`src/rtl/fifo_uart_tx.sv`:
```
// Pops one word per frame from a registered-read FIFO and sends it as 8N1-style serial: start, DATA_W bits LSB first, stop.
// Pop to first start-bit cycle is 2 clks; no pop while busy, and tx_en only gates the start of the next frame.
module fifo_uart_tx #(
  parameter int DATA_W       = 8,
  parameter int CLKS_PER_BIT = 4
) (
  input  logic              clk,
  input  logic              rstn,
  input  logic              tx_en,
  input  logic              fifo_empty,
  input  logic [DATA_W-1:0] fifo_data,
  output logic              fifo_rd,
  output logic              tx,
  output logic              busy,
  output logic              frame_done
);

  localparam int BAUD_W = $clog2(CLKS_PER_BIT);
  localparam int BIT_W  = $clog2(DATA_W) + 1;
  localparam logic [BAUD_W-1:0] BAUD_LAST = BAUD_W'(CLKS_PER_BIT - 1);
  localparam logic [BIT_W-1:0]  BIT_LAST  = BIT_W'(DATA_W - 1);

  typedef enum logic [2:0] {IDLE, FETCH, START, DATA, STOP} state_t;

  state_t              state_q, state_d;
  logic [BAUD_W-1:0]   baud_q, baud_d;
  logic [BIT_W-1:0]    bit_q, bit_d;
  logic [DATA_W-1:0]   shift_q, shift_d;
  logic                baud_end;

  always_ff @(posedge clk) begin
    if (!rstn) begin
      state_q <= IDLE;
      baud_q  <= '0;
      bit_q   <= '0;
      shift_q <= '0;
    end else begin
      state_q <= state_d;
      baud_q  <= baud_d;
      bit_q   <= bit_d;
      shift_q <= shift_d;
    end
  end

  assign baud_end = (baud_q == BAUD_LAST);

  always_comb begin
    state_d    = state_q;
    baud_d     = baud_q;
    bit_d      = bit_q;
    shift_d    = shift_q;
    frame_done = 1'b0;
    case (state_q)
      IDLE: begin
        baud_d = '0;
        if (tx_en && !fifo_empty) state_d = FETCH;
      end
      FETCH: begin
        // Registered FIFO read data is valid only in this cycle.
        baud_d  = '0;
        shift_d = fifo_data;
        state_d = START;
      end
      START: begin
        baud_d = baud_q + 1'b1;
        if (baud_end) begin
          baud_d  = '0;
          bit_d   = '0;
          state_d = DATA;
        end
      end
      DATA: begin
        baud_d = baud_q + 1'b1;
        if (baud_end) begin
          baud_d  = '0;
          shift_d = shift_q >> 1;
          if (bit_q == BIT_LAST) state_d = STOP;
          else                   bit_d   = bit_q + 1'b1;
        end
      end
      STOP: begin
        baud_d = baud_q + 1'b1;
        if (baud_end) begin
          baud_d     = '0;
          frame_done = 1'b1;
          state_d    = IDLE;
        end
      end
      default: state_d = IDLE;
    endcase
  end

  // Line level depends only on flops, so it cannot glitch on FIFO inputs.
  always_comb begin
    tx = 1'b1;
    case (state_q)
      START:   tx = 1'b0;
      DATA:    tx = shift_q[0];
      default: tx = 1'b1;
    endcase
  end

  assign busy    = (state_q != IDLE);
  assign fifo_rd = rstn & (state_q == IDLE) & tx_en & ~fifo_empty;

endmodule

```
`config.mk`:
```
export PLATFORM = sky130hd
export DESIGN_NAME = fifo_uart_tx
export DESIGN_NICKNAME = d
export VERILOG_FILES = /design/src/rtl/fifo_uart_tx.sv
export SDC_FILE = /design/constraint.sdc
export NUM_CORES = 1
export LEC_CHECK = 0
export CORE_UTILIZATION = 45
export CTS_CLUSTER_SIZE = 25
export DETAILED_ROUTE_END_ITERATION = 10
export PLACE_DENSITY_LB_ADDON = 0.1
export SKIP_CTS_REPAIR_TIMING = 1
export SLEW_MARGIN = 15
export SYNTH_ARGS = -nofsm -noshare
export SYNTH_HDL_FRONTEND = slang
export SYNTH_SLANG_ARGS = --single-unit
```
`constraint.sdc`:
```
create_clock -name clk -period 3.3 [get_ports clk]
set_input_delay 0.825 -clock clk [delete_from_list [all_inputs] [get_ports clk]]
set_output_delay 0.825 -clock clk [all_outputs]
set_load 0.1 [all_outputs]
```
# Word-level counts from Yosys, hierarchy flattened
# Cells that the tools add are included.
[word_totals]
ff_bits = 17
output_inout_bits = 4
wordCells = 51
[classes]
n_addsub = 2
eq_ne = 12
mux = 17
bitwise = 4
reduce_logical = 12
[op_table]
columns = ["operator", "count"]
rows = [
  ["8-bit case mux with 2 select lines", 1],
  ["3-bit two-way mux", 5],
  ["3-bit case mux with 5 select lines", 1],
  ["4-bit two-way mux", 3],
  ["2-bit inequality test, second input constant", 6],
  ["8-bit two-way mux", 1],
  ["4-bit case mux with 2 select lines", 1],
  ["3-bit by 2-bit == test with 1-bit output, second input constant", 2],
  ["2-bit nonzero test", 3],
  ["5-bit AND reduction", 1],
  ["4-bit by 1-bit adder with 4-bit output, second input constant", 1],
  ["4-bit by 3-bit == test with 1-bit output, second input constant", 1],
  ["2-bit case mux with 2 select lines", 1],
  ["4-bit AND reduction", 1],
  ["1-bit AND", 3],
  ["3-bit by 1-bit == test with 1-bit output, second input constant", 1],
  ["3-bit == test, second input constant", 1],
  ["3-bit zero test", 1],
  ["3-bit nonzero test", 1],
  ["3-bit OR reduction", 1],
  ["2-bit by 1-bit adder with 2-bit output, second input constant", 1],
  ["2-bit == test, second input constant", 1],
  ["1-bit two-way mux", 2],
  ["2-bit two-way mux", 1],
  ["other kinds (6)", 6],
]

# Depth between registers and ports, before layout
[depth]
ltp_word = 4
ltp_mapped = 6

# Least setup slack after synthesis
# OpenSTA, ideal clock, no wires.
[synth_timing]
kind = "reg2out"
from = "register state_q[0]"
to = "output port fifo_rd"
t_arrival_ps = 4137
required_ps = 2475
path_slack_ps = -1662
stages_incl_launch_ff = 4
path_buffers = 1
cell_sequence = "dfxtp_1 clkbuf_1 or3_1 nor4_1"
[synth_via]
elab_chain_cells = 4
[synth_lines]
columns = ["item", "line", "source"]
rows = [
  ["start, declared", "25", "state_t state_q, state_d;"],
  ["start signal, assigned", "38", "state_q <= state_d;"],
  ["3-bit zero test", "104", "assign fifo_rd = rstn & (state_q == IDLE) & tx_en & ~fifo_empty;"],
  ["1-bit AND (3 in series)", "104", ""],
  ["end, declared", "12", "output logic fifo_rd,"],
]
# Every way passes these cells.

# Final worst setup path
[layout_timing]
from = "input port rstn"
to = "output port fifo_rd"
[layout_via]
elab_chain_cells = 3
[layout_lines]
columns = ["item", "line", "source"]
rows = [
  ["start, declared", "8", "input logic rstn,"],
  ["1-bit AND (3 in series)", "104", ""],
]
# Every way passes these cells.

==> impl_metrics.csv <==
group,metric,value,unit
run_status,outcome,"completed",
logic_synthesis,async_flop_share,0,%
power,leakage,0.395,nW
critical_path,rrSetupSlack,1.35,ns
die,die_w,47.1,µm
logic_synthesis,avgSynthCellArea,8.03,µm²
critical_path,max_stage_delay,0.55,ns
place,io_buffers,15,
critical_path,cp_top_family,"buffers and inverters",
critical_path,cp.depth,4,
job,maxCapViolCount,0,
final_layout,drive_gt1_share,8.13,%
timing,period_needed,2.79,ns
worst_hold_path,hold_path_depth,2,
logic_synthesis,netlist_instances,114,
logic_synthesis,synthFlopType,"dfxtp_1",
die,coreArea,0.00182,mm²
cts,htree_num_levels,1,
die,die_h,47.1,µm
cts,numCtsBuffers,3,
timing,rsz0062_at_grt,"false",
timing,worst_slew_pin_slew,0.628,ns
timing,relSlewSlack,58.0,%
global_routing,grt_max_degree,19,
place,hpwl,1.41,mm
die,initial_core_util,50.3,%
timing,final_hold_viol_count,0,
route,wl_per_cell,13.7,µm
final_layout,layout_commonest_cell,"nand2_1",
global_routing,grt_pass1_wl,3.13,mm
final_layout,fillers,179,
final_layout,utilization,59.9,%
final_layout,multiInputGateArea,523,µm²
die,design.die.area,0.00222,mm²
logic_synthesis,seq_area_frac_synth,37.2,%
route,vias,875,
timing,skew,0.00506,ns
route,ant_nets,0,
cts,path_clk_slew,0.10,ns
route,wirelength,2.03,mm
die,io_pins,16,
final_layout,diodes,0,
route,firstDrtPassIters,4,
cts,root_buffer,"clkbuf_4",
logic_synthesis,synth_warnings,0,
logic_synthesis,ys_ff_latch,17,
cts,cts.sinks,17,
logic_synthesis,yosysUniqueCellTypes,32,
global_routing,overflow,0,
timing,max_freq,0.359,GHz
critical_path,cp_max_fo,5,
timing,min_period_over_period,84.5,%
logic_synthesis,synth_area,916,µm²
place,gp_congestion,0.793,
critical_path,critPathLaunchType,"primary input",
cts,cts_tree,"built",
critical_path,endpoint_kind,"output port",
route,drc_errors,0,
critical_path,path_class,"primary input to output port",
critical_path,worstRegToRegCells,3,
power,power_density,518,mW/mm²
critical_path,cp.arrival,1.96,ns
global_routing,antenna_found_initial,0,
global_routing,first_global_vias,711,
timing,setup_violations,0,
critical_path,cp_num_buf_inv,3,
route,drtIter0Drc,25,
final_layout,mostFrequentLayoutCells,"21 x nand2_1, 17 x dfxtp_1, 11 x clkdlybuf4s50_1",
critical_path,slowest_stage,"clkdlybuf4s50_1",
worst_hold_path,min_path_type,"register to register",
critical_path,crit_path_end,"fifo_rd",
route,via_per_inst,5.91,
critical_path,r2r-start,"state_q[0]$_SDFFE_PN0P_",
critical_path,cp_cell_sequence,"clkdlybuf4s50_1 > inv_1 > nor4_4 > buf_12",
global_routing,grt_use_total,20.4,%
cts,clk_latency,0.29,ns
place,placed_area,0.00106,mm²
timing,slew_violations,0,
power,vdd_drop_max,0.313,mV
critical_path,crit_required,2.47,ns
logic_synthesis,synth_edf_count,0,
timing,finalSetupTns,0,ns
cts,clock_tree.buffer_depth,2,
final_layout,nets,138,
critical_path,critPathLaunch,"rstn",
final_layout,syn_to_final_growth,19.0,%
final_layout,fin_area,0.00109,mm²
final_layout,seq_area,340,µm²
die,std_cell_rows,15,
logic_synthesis,synth_fp_nets,128,
critical_path,r2r_end,"shift_q[1]$_SDFFE_PN0P_",
==> layer usage <==
layer	wire, µm	global-route usage [%]	share of wire (%)
met1	1000	26.8	49
met2	947	33.9	47
met3	64	3.46	3.2
met4	14	6.86	0.69
met5	0	0	0
==> tightest hold or removal path: stages, from the launching register on <==
cell,delay [ns]
dfxtp_1,0.32
nand2_1,0.05
a311oi_1,0.07
==> how the worst min path moves through the flow <==
stage	startpoint	end	slack, ns
2_1_floorplan	shift_q[7]$_SDFFE_PN0P_	shift_q[6]$_SDFFE_PN0P_	0.46
3_3_place_gp	shift_q[3]$_SDFFE_PN0P_	shift_q[2]$_SDFFE_PN0P_	0.47
3_5_place_dp	shift_q[4]$_SDFFE_PN0P_	shift_q[3]$_SDFFE_PN0P_	0.47
4_1_cts	shift_q[4]$_SDFFE_PN0P_	shift_q[3]$_SDFFE_PN0P_	0.49
5_1_grt	shift_q[1]$_SDFFE_PN0P_	shift_q[0]$_SDFFE_PN0P_	0.51
6_report	shift_q[4]$_SDFFE_PN0P_	shift_q[3]$_SDFFE_PN0P_	0.48
==> per-stage QoR <==
stage	instances	hold slack [ns]	power [mW]	worst slack (ns)
floorplan	114	0.456	0.414	0.155
global placement	144	0.468	0.455	0.521
global route	148	0.509	0.596	0.467
detailed placement	144	0.472	0.460	0.515
finish	148	0.484	0.565	0.513
CTS	148	0.487	0.571	0.515
==> sequential cells by signal, summed over array words and instances (netlist names) <==
signal   count
shift_q      8
baud_q       2
state_q      3
bit_q        4
==> cell families (layout without fill, tap and decap cells) <==
group	after synthesis	in the layout	share of synthesized area, %
simple gates	52	52	30.6
compound gates	30	30	22.1
fa+ha+maj	2	2	2.73
flops	17	17	37.2
buf+inv	13	22	7.38
==> synthesized netlist by cell type, drive strengths merged (3+ instances only) <==
| master | number | area share, % |
|---|---|---|
| dfxtp | 17 | 37 |
| clkbuf | 3 | 1.2 |
| buf | 8 | 5.3 |
| a21oi | 10 | 5.5 |
| a311oi | 7 | 6.7 |
| nand2 | 21 | 8.6 |
| nand3 | 6 | 3.3 |
| a31oi | 5 | 3.4 |
| nor4 | 3 | 2.0 |
| and3b | 3 | 2.9 |
==> cell type report <==
cell class | count | area share [%]
multi-input cells | 84 | 48.0
flip-flops and latches | 17 | 31.2
repair buffers | 16 | 14.7
well taps | 25 | 2.87
clock buffers | 3 | 2.07
inverters | 2 | 0.689
clock inverters | 1 | 0.459
==> where the power goes <==
part / internal (mW) / switching (mW) / leakage, nW / total, mW
Clock: 0.0450 / 0.0650 / 0.0177 / 0.110
Combinational: 0.0680 / 0.125 / 0.239 / 0.193
Sequential: 0.231 / 0.0309 / 0.139 / 0.262
Total: 0.344 / 0.220 / 0.395 / 0.565
Power figures use the tool's default switching activity.
